<file path="src/rtl/w21_neuron_mac.sv">
// w21_neuron_mac: one output neuron of the w21 fully-connected layer.
// Walks a shared row address through the weight ROM (combinational read) and the
// activation buffer (1-cycle synchronous read). It multiply-accumulates all N_IN
// products and adds the bias, then scales, applies ReLU and saturates. The result
// is presented on a valid/ready output port.
module w21_neuron_mac #(
    parameter int unsigned N_IN   = 300,
    parameter int unsigned ADDR_W = 9,
    parameter int unsigned W_W    = 21,
    parameter int unsigned X_W    = 16,
    parameter int unsigned ACC_W  = 48,
    parameter int unsigned Y_W    = 16,
    parameter int unsigned SHIFT  = 8,
    parameter int unsigned RELU   = 1
) (
    input  logic              clk,
    input  logic              rst_n,
    input  logic              start,
    input  logic [W_W-1:0]    bias,
    output logic [ADDR_W-1:0] adrs_clm,
    input  logic [W_W-1:0]    w_in,
    output logic [ADDR_W-1:0] x_addr,
    input  logic [X_W-1:0]    x_data,
    output logic              busy,
    output logic [Y_W-1:0]    y,
    output logic              y_valid,
    input  logic              y_ready
);

    localparam int unsigned       P_W      = W_W + X_W;
    localparam logic [ADDR_W-1:0] LastAddr = ADDR_W'(N_IN - 1);

    // Output saturation bounds, expressed at accumulator width.
    localparam logic signed [ACC_W-1:0] YMax =
        $signed({{(ACC_W - Y_W + 1){1'b0}}, {(Y_W - 1){1'b1}}});
    localparam logic signed [ACC_W-1:0] YMin =
        $signed({{(ACC_W - Y_W + 1){1'b1}}, {(Y_W - 1){1'b0}}});

    typedef enum logic [1:0] {
        StIdle,
        StRun,
        StDrain,
        StOut
    } state_e;

    state_e r_state;
    state_e w_state_nxt;

    // FSM strobes
    logic w_accept;
    logic w_step;
    logic w_finish;
    logic w_handshake;

    // Datapath registers
    logic [ADDR_W-1:0]       r_adrs;
    logic [W_W-1:0]          r_bias;
    logic [W_W-1:0]          r_w_q;
    logic                    r_v1;
    logic [P_W-1:0]          r_p;
    logic                    r_v2;
    logic [ACC_W-1:0]        r_acc;
    logic [Y_W-1:0]          r_y;
    logic                    r_y_valid;

    // Datapath combinational signals
    logic [P_W-1:0]          w_w_ext;
    logic [P_W-1:0]          w_x_ext;
    logic [P_W-1:0]          w_prod;
    logic [ACC_W-1:0]        w_p_ext;
    logic signed [ACC_W-1:0] w_sum;
    logic signed [ACC_W-1:0] w_shr;
    logic signed [ACC_W-1:0] w_relu;
    logic signed [ACC_W-1:0] w_clamp;

    // State register
    always_ff @(posedge clk) begin
        if (!rst_n) begin
            r_state <= StIdle;
        end else begin
            r_state <= w_state_nxt;
        end
    end

    // Next-state and control strobes
    always_comb begin
        w_state_nxt = r_state;
        w_accept    = 1'b0;
        w_step      = 1'b0;
        w_finish    = 1'b0;
        w_handshake = 1'b0;
        unique case (r_state)
            StIdle: begin
                if (start) begin
                    w_accept    = 1'b1;
                    w_state_nxt = StRun;
                end
            end
            StRun: begin
                // Each RUN edge captures the weight for the current address.
                w_step = 1'b1;
                if (r_adrs == LastAddr) begin
                    w_state_nxt = StDrain;
                end
            end
            StDrain: begin
                // Both pipeline stages empty means the last product is in acc.
                if (!r_v1 && !r_v2) begin
                    w_finish    = 1'b1;
                    w_state_nxt = StOut;
                end
            end
            StOut: begin
                if (y_ready) begin
                    w_handshake = 1'b1;
                    w_state_nxt = StIdle;
                end
            end
            default: begin
                w_state_nxt = StIdle;
            end
        endcase
    end

    // Row address: cleared on accept, advances in RUN, holds at the last row
    always_ff @(posedge clk) begin
        if (!rst_n) begin
            r_adrs <= '0;
        end else if (w_accept) begin
            r_adrs <= '0;
        end else if (w_step && (r_adrs != LastAddr)) begin
            r_adrs <= r_adrs + ADDR_W'(1);
        end
    end

    // Bias is captured only on the accepted start edge
    always_ff @(posedge clk) begin
        if (!rst_n) begin
            r_bias <= '0;
        end else if (w_accept) begin
            r_bias <= bias;
        end
    end

    // Stage 1: register the ROM weight alongside the activation read
    always_ff @(posedge clk) begin
        if (!rst_n) begin
            r_w_q <= '0;
            r_v1  <= 1'b0;
        end else begin
            r_v1 <= w_step;
            if (w_step) begin
                r_w_q <= w_in;
            end
        end
    end

    // Full-width signed product; low P_W bits of the extended multiply are exact.
    always_comb begin
        w_w_ext = {{X_W{r_w_q[W_W-1]}}, r_w_q};
        w_x_ext = {{W_W{x_data[X_W-1]}}, x_data};
        w_prod  = w_w_ext * w_x_ext;
        w_p_ext = {{(ACC_W - P_W){r_p[P_W-1]}}, r_p};
    end

    // Stage 2: product register
    always_ff @(posedge clk) begin
        if (!rst_n) begin
            r_p  <= '0;
            r_v2 <= 1'b0;
        end else begin
            r_v2 <= r_v1;
            if (r_v1) begin
                r_p <= w_prod;
            end
        end
    end

    // Stage 3: accumulator, wraps modulo 2^ACC_W
    always_ff @(posedge clk) begin
        if (!rst_n) begin
            r_acc <= '0;
        end else if (w_accept) begin
            r_acc <= '0;
        end else if (r_v2) begin
            r_acc <= r_acc + w_p_ext;
        end
    end

    // Bias add, arithmetic scale, optional ReLU, then saturation to Y_W
    always_comb begin
        w_sum  = $signed(r_acc + {{(ACC_W - W_W){r_bias[W_W-1]}}, r_bias});
        w_shr  = w_sum >>> SHIFT;
        w_relu = w_shr;
        if ((RELU != 0) && w_shr[ACC_W-1]) begin
            w_relu = '0;
        end
        if (w_relu > YMax) begin
            w_clamp = YMax;
        end else if (w_relu < YMin) begin
            w_clamp = YMin;
        end else begin
            w_clamp = w_relu;
        end
    end

    // Output register: y holds its value after the handshake
    always_ff @(posedge clk) begin
        if (!rst_n) begin
            r_y       <= '0;
            r_y_valid <= 1'b0;
        end else if (w_finish) begin
            r_y       <= w_clamp[Y_W-1:0];
            r_y_valid <= 1'b1;
        end else if (w_handshake) begin
            r_y_valid <= 1'b0;
        end
    end

    assign adrs_clm = r_adrs;
    assign x_addr   = r_adrs;
    assign busy     = (r_state != StIdle);
    assign y        = r_y;
    assign y_valid  = r_y_valid;

endmodule

</file>
<file path="config.mk">
export PLATFORM = sky130hd
export DESIGN_NAME = w21_neuron_mac
export DESIGN_NICKNAME = d
export VERILOG_FILES = /design/src/rtl/w21_neuron_mac.sv
export SDC_FILE = /design/constraint.sdc
export NUM_CORES = 1
export LEC_CHECK = 0
export CORE_UTILIZATION = 44
export CTS_CLUSTER_DIAMETER = 30
export DETAILED_ROUTE_END_ITERATION = 7
export HOLD_SLACK_MARGIN = 0.12
export SYNTH_ARGS = -nofsm -noshare
export SYNTH_HDL_FRONTEND = slang
export SYNTH_SLANG_ARGS = --single-unit
</file>
<file path="constraint.sdc">
create_clock -name clk -period 6 [get_ports clk]
set_input_delay 0.6 -clock clk [delete_from_list [all_inputs] [get_ports clk]]
set_output_delay 0.6 -clock clk [all_outputs]
set_load 0.01 [all_outputs]
</file>
**Word level (Yosys, flattened, before mapping)**

Index checks and enable logic that the tools add are counted.

- Input port bits: 62
- Bits in registers: 157
- Output and inout bits: 36

- Bitwise gates (word level): 1
- $add $sub $neg: 3
- Multiply operators: 1
- Equality and inequality tests: 9
- Multiplexer cells: 17
- $lt $le $gt $ge: 2
- Reduce and logical (&&, ||, !) cells: 9

Operators by type and width:

| kind | number |
|---|---|
| adder 48 bit | 2 |
| less-than comparator 40 x 16 -> 1 bit, second input constant | 1 |
| > comparator 39 x 15 -> 1 bit, second input constant | 1 |
| two-way mux 39 bit | 1 |
| multiplier 21 x 16 -> 37 bit | 1 |
| two-way mux 16 bit | 2 |
| adder 9 x 1 -> 9 bit, second input constant | 1 |
| == test 9 bit, second input constant | 1 |
| two-way mux 1 bit | 9 |
| inequality test 9 bit, second input constant | 1 |
| two-way mux 2 bit | 4 |
| inequality test 2 bit, second input constant | 4 |
| one-hot mux 2 bit (4 select lines) | 1 |
| == test 2 bit, second input constant | 2 |
| AND reduction 4 bit | 1 |
| nonzero test 2 bit | 2 |
| == test 2 x 1 -> 1 bit, second input constant | 1 |
| logical AND 1 bit | 2 |
| logical NOT 1 bit | 2 |
| logical NOT 2 bit | 1 |
| OR reduction 2 bit | 1 |
| inverter 1 bit | 1 |

**Depth between registers and ports, before layout**

Gate-level depths: netlist (run 1).

- Depth in word-level cells: 5
- Depth in mapped cells: 27
- Gate-level depth less buffers: 26

**Worst setup path before layout (run 1)**

Ideal clock, no wire load.

- Path kind: input port to flip-flop
- From: input port x_data[6]
- To: register r_p[36]
- Setup slack: -0.400 ns
- Stages on the path: 24
- Required time: 5.864 ns
- Arrival: 6.263 ns
- Path buffers: 1
- Cells stage by stage: clkbuf_1 > nand2_1 > fa_1 > inv_1 > fa_1 > inv_1 > fa_1 > inv_1 > fa_1 > fa_1 > inv_1 > fa_1 > inv_1 > ha_1 > a21o_1 > a21oi_1 > o211ai_1 > a221oi_1 > o31ai_1 > a31oi_1 > a21oi_1 > a221oi_1 > xnor2_1 > a21oi_1

- Longest elaborated chain between the ends: 1

Ends and longest elaborated chain:

| what | RTL line | RTL |
|---|---|---|
| from (decl) | 23 | `input logic [X_W-1:0] x_data,` |
| multiplier 21 x 16 -> 37 bit | 162 | `w_prod = w_w_ext * w_x_ext;` |
| to (signal assigned) | 174 | `r_p <= w_prod;` |
| to (decl) | 60 | `logic [P_W-1:0] r_p;` |

No other way between the ends.
A chain may end at the register's enable or synchronous reset.

**Worst setup path after layout (run 1)**

- From: register r_w_q[10]
- To: register r_p[32]

- Longest elaborated chain between the ends: 1

Ends and longest elaborated chain:

| what | RTL line | RTL |
|---|---|---|
| from (decl) | 58 | `logic [W_W-1:0] r_w_q;` |
| from (signal assigned) | 153 | `r_w_q <= w_in;` |
| multiplier 21 x 16 -> 37 bit | 162 |  |

No other way between the ends.

==> results of run 1 <==
cell type report:
type / count / area [µm²]
Timing Repair Buffer: 361 / 3310
Inverter: 420 / 1580
Multi-Input combinational cell: 2010 / 18400
Clock inverter: 14 / 171
Clock buffer: 18 / 439
Fill cell: 4683 / 23700
Sequential cell: 157 / 3190
Tap cell: 680 / 851
path summary, 6_finish.rpt:
kind,cells past startpoint,slack [ns],end
worst max-delay path,23,-0.05,r_p[32]
worst min-delay path,2,0.47,y_valid
worst max register to register,23,-0.05,r_p[32]
worst min register to register,2,0.47,y_valid
repair_timing:
item                                    4_1_cts  5_1_grt
cloned                                        2        2
setup buffers                                52       21
endpoints found under the setup margin       16       16
resized for setup                           135       97
pin swaps                                    86       95
registers in the layout, summed over array words and instances, names as in the netlist:
| name | count |
|---|---|
| r_v1 | 1 |
| r_v2 | 1 |
| adrs_clm | 9 |
| y_valid | 1 |
| r_w_q | 21 |
| r_p | 37 |
| y | 16 |
| r_state | 2 |
| r_acc | 48 |
| r_bias | 21 |
critical path: cells and delay by family (launching register included):
family / cells / cell delay, ns
XOR/XNOR: 1 / 0.14
adder cells (fa/ha/maj): 7 / 3.36
flip-flops: 1 / 0.36
buffers and inverters: 7 / 0.67
multiplexers: 1 / 0.14
AO/OA/AOI/OAI: 4 / 0.92
AND/OR/NAND/NOR: 3 / 0.33
power breakdown:
part	total (W)	leakage, nW	switching (W)	internal (W)
clock	0.00118	0.304	0.000540	0.000640
combinational	0.0163	11.7	0.00821	0.00806
sequential	0.00142	1.29	0.000203	0.00122
layer usage:
metal	vias up	wire (µm)	track usage, %	share of wire (%)
met5	-	0	0	0
met3	82	3520	4.24	5.5
met1	9518	29600	33.8	46
li1	9290	-	-	-
met4	0	1550	7.20	2.4
met2	505	29400	40.4	46
metrics by stage:
stage               setup WS, ns  cell area, µm²  power [W]
detailed placement         -1.11           26100     0.0156
global placement          -0.953           26100     0.0153
floorplan                0.00187           23400     0.0105
finish                   -0.0504           28000     0.0189
global route              -0.290           28000     0.0209
CTS                       -0.139           27500     0.0180
placed cells by master (no fill, tap or decap), types with 13 or more instances in the layout:
cell type / count
ha_4: 17
nand3_1: 32
a31oi_1: 15
and2_4: 13
buf_4: 216
and3_1: 15
dfxtp_1: 136
a211oi_1: 19
nand2b_1: 16
clkdlybuf4s50_1: 82
o21ai_0: 75
fa_1: 314
nor3_1: 16
clkbuf_16: 19
o21a_1: 16
fa_2: 19
nand2_2: 18
xor2_1: 36
mux2i_1: 78
buf_6: 20
nand4_1: 29
a21oi_1: 146
xnor2_1: 75
nor2_1: 184
ha_1: 172
and2_1: 120
inv_1: 390
buf_12: 23
o21bai_1: 18
nand2_1: 318
a21o_1: 54
inv_2: 27
cells by family after synthesis:
| kind of cell | after synthesis | share of synthesized area, % |
|---|---|---|
| and+or+nand+nor | 834 | 17.1 |
| buffers and inverters | 550 | 9.55 |
| adders and majority gates | 524 | 39.2 |
| AOI/OAI and AO/OA | 460 | 12.9 |
| DFF | 157 | 13.6 |
| xor gates and xnor gates | 112 | 4.24 |
| muxes | 80 | 3.47 |
cell usage after synthesis (all sizes together), types with 13 or more instances:
cell type    n  area (µm²)
inv        418        1570
nand2      341        1280
fa         333        6670
ha         191        2390
nor2       187         702
dfxtp      157        3140
a21oi      155         776
and2       133         832
clkbuf      95         369
o21ai       85         425
mux2i       78         781
xnor2       76         666
a21o        54         405
xor2        36         315
buf         34         254
nand3       32         160
nand4       31         206
a211oi      26         230
a31oi       19         125
o21bai      19         143
nor3        18         100
o21a        18         135
and3        16         100
nand2b      16         100
a221oi      13         145
nor2b       13        81.3
==> results.json, run 1 <==
{
  "minimum_period_implied_by_the_final_worst_setup_slack_ns": 6.05,
  "launching_element_type_of_the_critical_path": "flop",
  "placeable_area_um2": 51600,
  "antenna-diode-count": 0,
  "drcViolationCount": 0,
  "post_route_cells_drive_above_1_share_pct": 16.8,
  "cts.clk_slew.worst_paths_ns": 0.07,
  "slowest_cell_on_crit_path": "fa_1",
  "capturing_element_type_of_the_critical_path": "flop",
  "hp-start": "y_valid",
  "wl_per_cell_um": 17.5,
  "timing.critical_path.mode_cell": "fa_1",
  "drt.antenna.violating_nets": 0,
  "timing.max_slew.rel_slack_pct": 31.9,
  "syn_inst": 2717,
  "maxCapViolations": 0,
  "vias": 19395,
  "clock_skew_ns": 0.0198,
  "clk_root_buffer_cell": "clkbuf_16",
  "outcome": "finished, violations left",
  "first_pass_grt_wire_length_um": 106000,
  "die_h_um": 231,
  "total_setup_violations_reported_at_the_end_of_the_flow": 2,
  "drt-pass1-iter-count": 5,
  "required_ns": 6.34,
  "crit_path_max_incr_delay_ns": 0.55,
  "rr_startpoint": "r_w_q[10]",
  "violations_in_the_final_reports": "negative setup slack",
  "max_freq_mhz": 165,
  "synth_warnings": 0,
  "worst_pin_slew_ns": 1.01,
  "chip_width_um": 231,
  "area_of_the_die_um2": 53500,
  "final_routed_wirelength_um": 64100,
  "placement.io_buffers": 97,
  "crit_path_cell_trace": "buf_12 -> buf_12 -> buf_12 -> nand2_1 -> fa_1 -> inv_1 -> fa_1 -> fa_1 -> fa_1 -> fa_1 -> inv_2 -> fa_1 -> inv_1 -> ha_4 -> nand4_1 -> o31ai_4 -> a31oi_4 -> a21oi_4 -> buf_4 -> a31oi_4 -> xnor2_1 -> mux2i_1 -> nor2_1",
  "setup-tns-final_ns": -0.0993,
  "total_leakage_power_nw": 13.2,
  "area_growth_syn_to_layout_pct": 20.9,
  "whs_ns": 0.469,
  "floorplan.initialDensity_pct": 44.8,
  "ys_async_sr_fraction_pct": 0,
  "num_rows": 83,
  "rsz0062_at_grt": "true",
  "final.period_utilization_pct": 101,
  "crit_start": "r_w_q[10]",
  "final_core_utilization_pct": 54.2,
  "critPathKind": "reg -> reg",
  "power_per_cell_area_nw_per_um2": 675,
  "final_hold_viol_count": 0,
  "worst_ep_arrival_time_ns": 6.39,
  "dominantRegCellSynth": "dfxtp_1",
  "detail_route.vias_per_cell": 5.30,
  "yosysSeqAreaShare_pct": 13.6,
  "top_level_ports": 98,
  "pin_count_of_the_biggest_net_entering_global_routing": 59,
  "drtIter0Drc": 1098,
  "gpl_congestion": 0.896,
  "vias_in_the_first_global_route": 20389,
  "layout.nets": 3553,
  "synth-seq-cells": 157,
  "cts_inserted_buffers": 17,
  "ir_drop_uv": 755,
  "clock_buffer_depth": 2,
  "synth_area_per_cell_um2": 8.51,
  "number_of_standard_cells_in_the_layout_taps_in_and_fillers_out": 3660,
  "final_max_slew_viol_count": 0,
  "crit_path_max_fanout": 8,
  "placedCellCount": 3553,
  "clock_tree.htree_level_count": 4,
  "clkLatencyLatePin_ns": 0.49,
  "post_synth_instance_area_um2": 23100,
  "grtUsageTotal_pct": 24.9,
  "tritoncts_clock_tree": "yes",
  "cts_hold_repair.buffers": 0,
  "globalRouteOverflowTotal": 0,
  "cts_sinks": 157,
  "antenna_found_initial": 0,
  "post_route_worst_setup_slack_ns": -0.0504,
  "synthesis.nets": 3303,
  "number_of_enable_flip_flop_cells_after_synthesis": 0,
  "yosysUniqueCellTypes": 86,
  "timing.hold.worst.class": "reg -> reg",
  "dpl.hpwl_um": 50200
}
No activity file was read; power rests on OpenSTA's default activity.
==> inputs of run 2 (changes only) <==
--- a/config.mk
+++ b/config.mk
@@ -6,9 +6,11 @@
 export NUM_CORES = 1
 export LEC_CHECK = 0
 export CORE_UTILIZATION = 44
-export CTS_CLUSTER_DIAMETER = 30
+export CTS_CLUSTER_DIAMETER = 40
 export DETAILED_ROUTE_END_ITERATION = 7
+export GPL_ROUTABILITY_DRIVEN = 1
 export HOLD_SLACK_MARGIN = 0.12
+export SLEW_MARGIN = 30
 export SYNTH_ARGS = -nofsm -noshare
 export SYNTH_HDL_FRONTEND = slang
 export SYNTH_SLANG_ARGS = --single-unit
==> results.json, run 2 (synthesized netlist as in run 1, its figures left out) <==
{
  "outcome": "finished, violations left",
  "violations_in_the_final_reports": "negative setup slack",
  "vias": 19378,
  "timing.max_slew.rel_slack_pct": 36.7,
  "chip_width_um": 231,
  "placeable_area_um2": 51600,
  "clock_buffer_depth": 2,
  "power_per_cell_area_nw_per_um2": 675,
  "rr_startpoint": "r_w_q[10]",
  "clk_root_buffer_cell": "clkbuf_16",
  "total_leakage_power_nw": 13.3,
  "area_growth_syn_to_layout_pct": 20.9,
  "clock_tree.htree_level_count": 4,
  "share_seq_of_total_power_pct": 7.5,
  "post_route_cells_drive_above_1_share_pct": 16.8,
  "worst_ep_arrival_time_ns": 6.39,
  "cts_sinks": 157,
  "drcViolationCount": 0,
  "largest_register_ffs": 48,
  "final_hold_viol_count": 0,
  "part_of_the_power_in_the_clock_network_pct": 6.3,
  "tritoncts_clock_tree": "yes",
  "critPathKind": "reg -> reg",
  "clkLatencyLatePin_ns": 0.49,
  "globalRouteOverflowTotal": 0,
  "clock_skew_ns": 0.0198,
  "total_power_w": 0.0189,
  "whs_ns": 0.469,
  "minimum_period_implied_by_the_final_worst_setup_slack_ns": 6.05,
  "drtIter0Drc": 1103,
  "power_switching_w": 0.00895,
  "crit_path_max_fanout": 8,
  "drt-pass1-iter-count": 5,
  "placement.io_buffers": 97,
  "area_of_the_die_um2": 53500,
  "wl_per_cell_um": 17.5,
  "drt.antenna.violating_nets": 0,
  "final.period_utilization_pct": 101,
  "placedInstanceArea_um2": 26100,
  "crit_start": "r_w_q[10]",
  "gpl_congestion": 0.896,
  "floorplan.initialDensity_pct": 44.8,
  "antenna_found_initial": 0,
  "hp-start": "y_valid",
  "top_level_ports": 98,
  "grtUsageTotal_pct": 24.9,
  "final_routed_wirelength_um": 64100,
  "worst_pin_slew_ns": 0.946,
  "ff2ff_setup_slack_ns": -0.05,
  "total_setup_violations_reported_at_the_end_of_the_flow": 2,
  "dpl.hpwl_um": 50200,
  "max_freq_mhz": 165,
  "num_rows": 83,
  "finish.instance_area_um2": 28000,
  "final_cell_mix": "inv_1 (390), nand2_1 (318), fa_1 (314), buf_4 (216), nor2_1 (184)",
  "post_route_worst_setup_slack_ns": -0.0506,
  "required_ns": 6.34,
  "ir_drop_uv": 755,
  "pin_count_of_the_biggest_net_entering_global_routing": 59,
  "cts_inserted_buffers": 17,
  "die_h_um": 231,
  "fraction_of_power_consumed_by_combinational_cells_pct": 86.2,
  "layout.nets": 3553,
  "final_common_cell": "inv_1",
  "cell_internal_pwr_w": 0.00992,
  "cts.clk_slew.worst_paths_ns": 0.07,
  "final_max_slew_viol_count": 0,
  "detail_route.vias_per_cell": 5.29,
  "launching_element_type_of_the_critical_path": "flop",
  "rsz0062_at_grt": "true",
  "sw_frac_of_total_pct": 47.4,
  "largest-register": "r_acc",
  "capturing_element_type_of_the_critical_path": "flop",
  "first_pass_grt_wire_length_um": 106000,
  "reg.largest.list": "r_acc: 48 flops, r_p: 37 flops",
  "antenna-diode-count": 0,
  "maxCapViolations": 0,
  "vias_in_the_first_global_route": 20389,
  "timing.hold.worst.class": "reg -> reg"
}
## run 2: cell counts in the layout (fill, tap and decap cells not counted)
Identical to the previous run, type by type.
## run 2: path summary, 6_finish.rpt
check	endpoint	cells after the start
max	r_p[32]	23
min reg2reg	y_valid	2
min	y_valid	2
max reg2reg	r_p[32]	23
## run 2: layer usage
metal	vias to the layer above	GRT usage, %	part of all wire [%]
li1	9288	-	-
met1	9514	33.8	46
met2	492	40.4	46
met3	84	4.24	5.4
met4	0	7.20	2.4
met5	-	0	0
## run 2: worst max-delay path, stage by stage, from the launching register on
cell     delay (ns)
dfxtp_2        0.36
buf_12         0.13
buf_12         0.11
buf_12         0.11
nand2_1        0.07
fa_1           0.50
inv_1          0.06
fa_1           0.55
fa_1           0.44
fa_1           0.54
fa_1           0.53
inv_2          0.05
fa_1           0.52
inv_1          0.06
ha_4           0.28
nand4_1        0.21
o31ai_4        0.45
a31oi_4        0.17
a21oi_4        0.23
buf_4          0.15
a31oi_4        0.07
xnor2_1        0.14
mux2i_1        0.14
nor2_1         0.05
## run 2: repair_timing
action                     CTS  global route
setup buffers               52            21
gates cloned                 2             2
gates resized for setup    135            97
hold endpoints to repair     0             0
pin swaps                   86            95
setup endpoints to repair   16            16
hold buffers                 0             0
## run 2: cell type report
class / count / area (µm²)
well taps: 680 / 851
flip-flops and latches: 157 / 3190
inverters: 420 / 1580
repair buffers: 361 / 3310
multi-input cells: 2010 / 18400
fillers: 4683 / 23700
clock buffers: 18 / 439
clock inverters: 14 / 171
## run 2: through the flow
step                      std cells  setup WS, ns  TNS (ns)  util [%]
after floorplan                2717       0.00187         0         -
after global placement         3553        -0.953    -13.33      50.5
after detailed placement       3553         -1.11    -15.36      50.5
after CTS                      3639        -0.139    -0.156      53.4
after global routing           3660        -0.290     -1.87      54.2
final                          3660       -0.0506   -0.0996      54.2
## run 2: power by group through the flow
stage                     combinational (W)  clock, W  sequential, W
after detailed placement             0.0141         0        0.00143
after floorplan                     0.00918         0        0.00136
after global routing                 0.0182   0.00125        0.00144
after CTS                            0.0154   0.00121        0.00141
after global placement               0.0138         0        0.00143
final                                0.0163   0.00118        0.00142
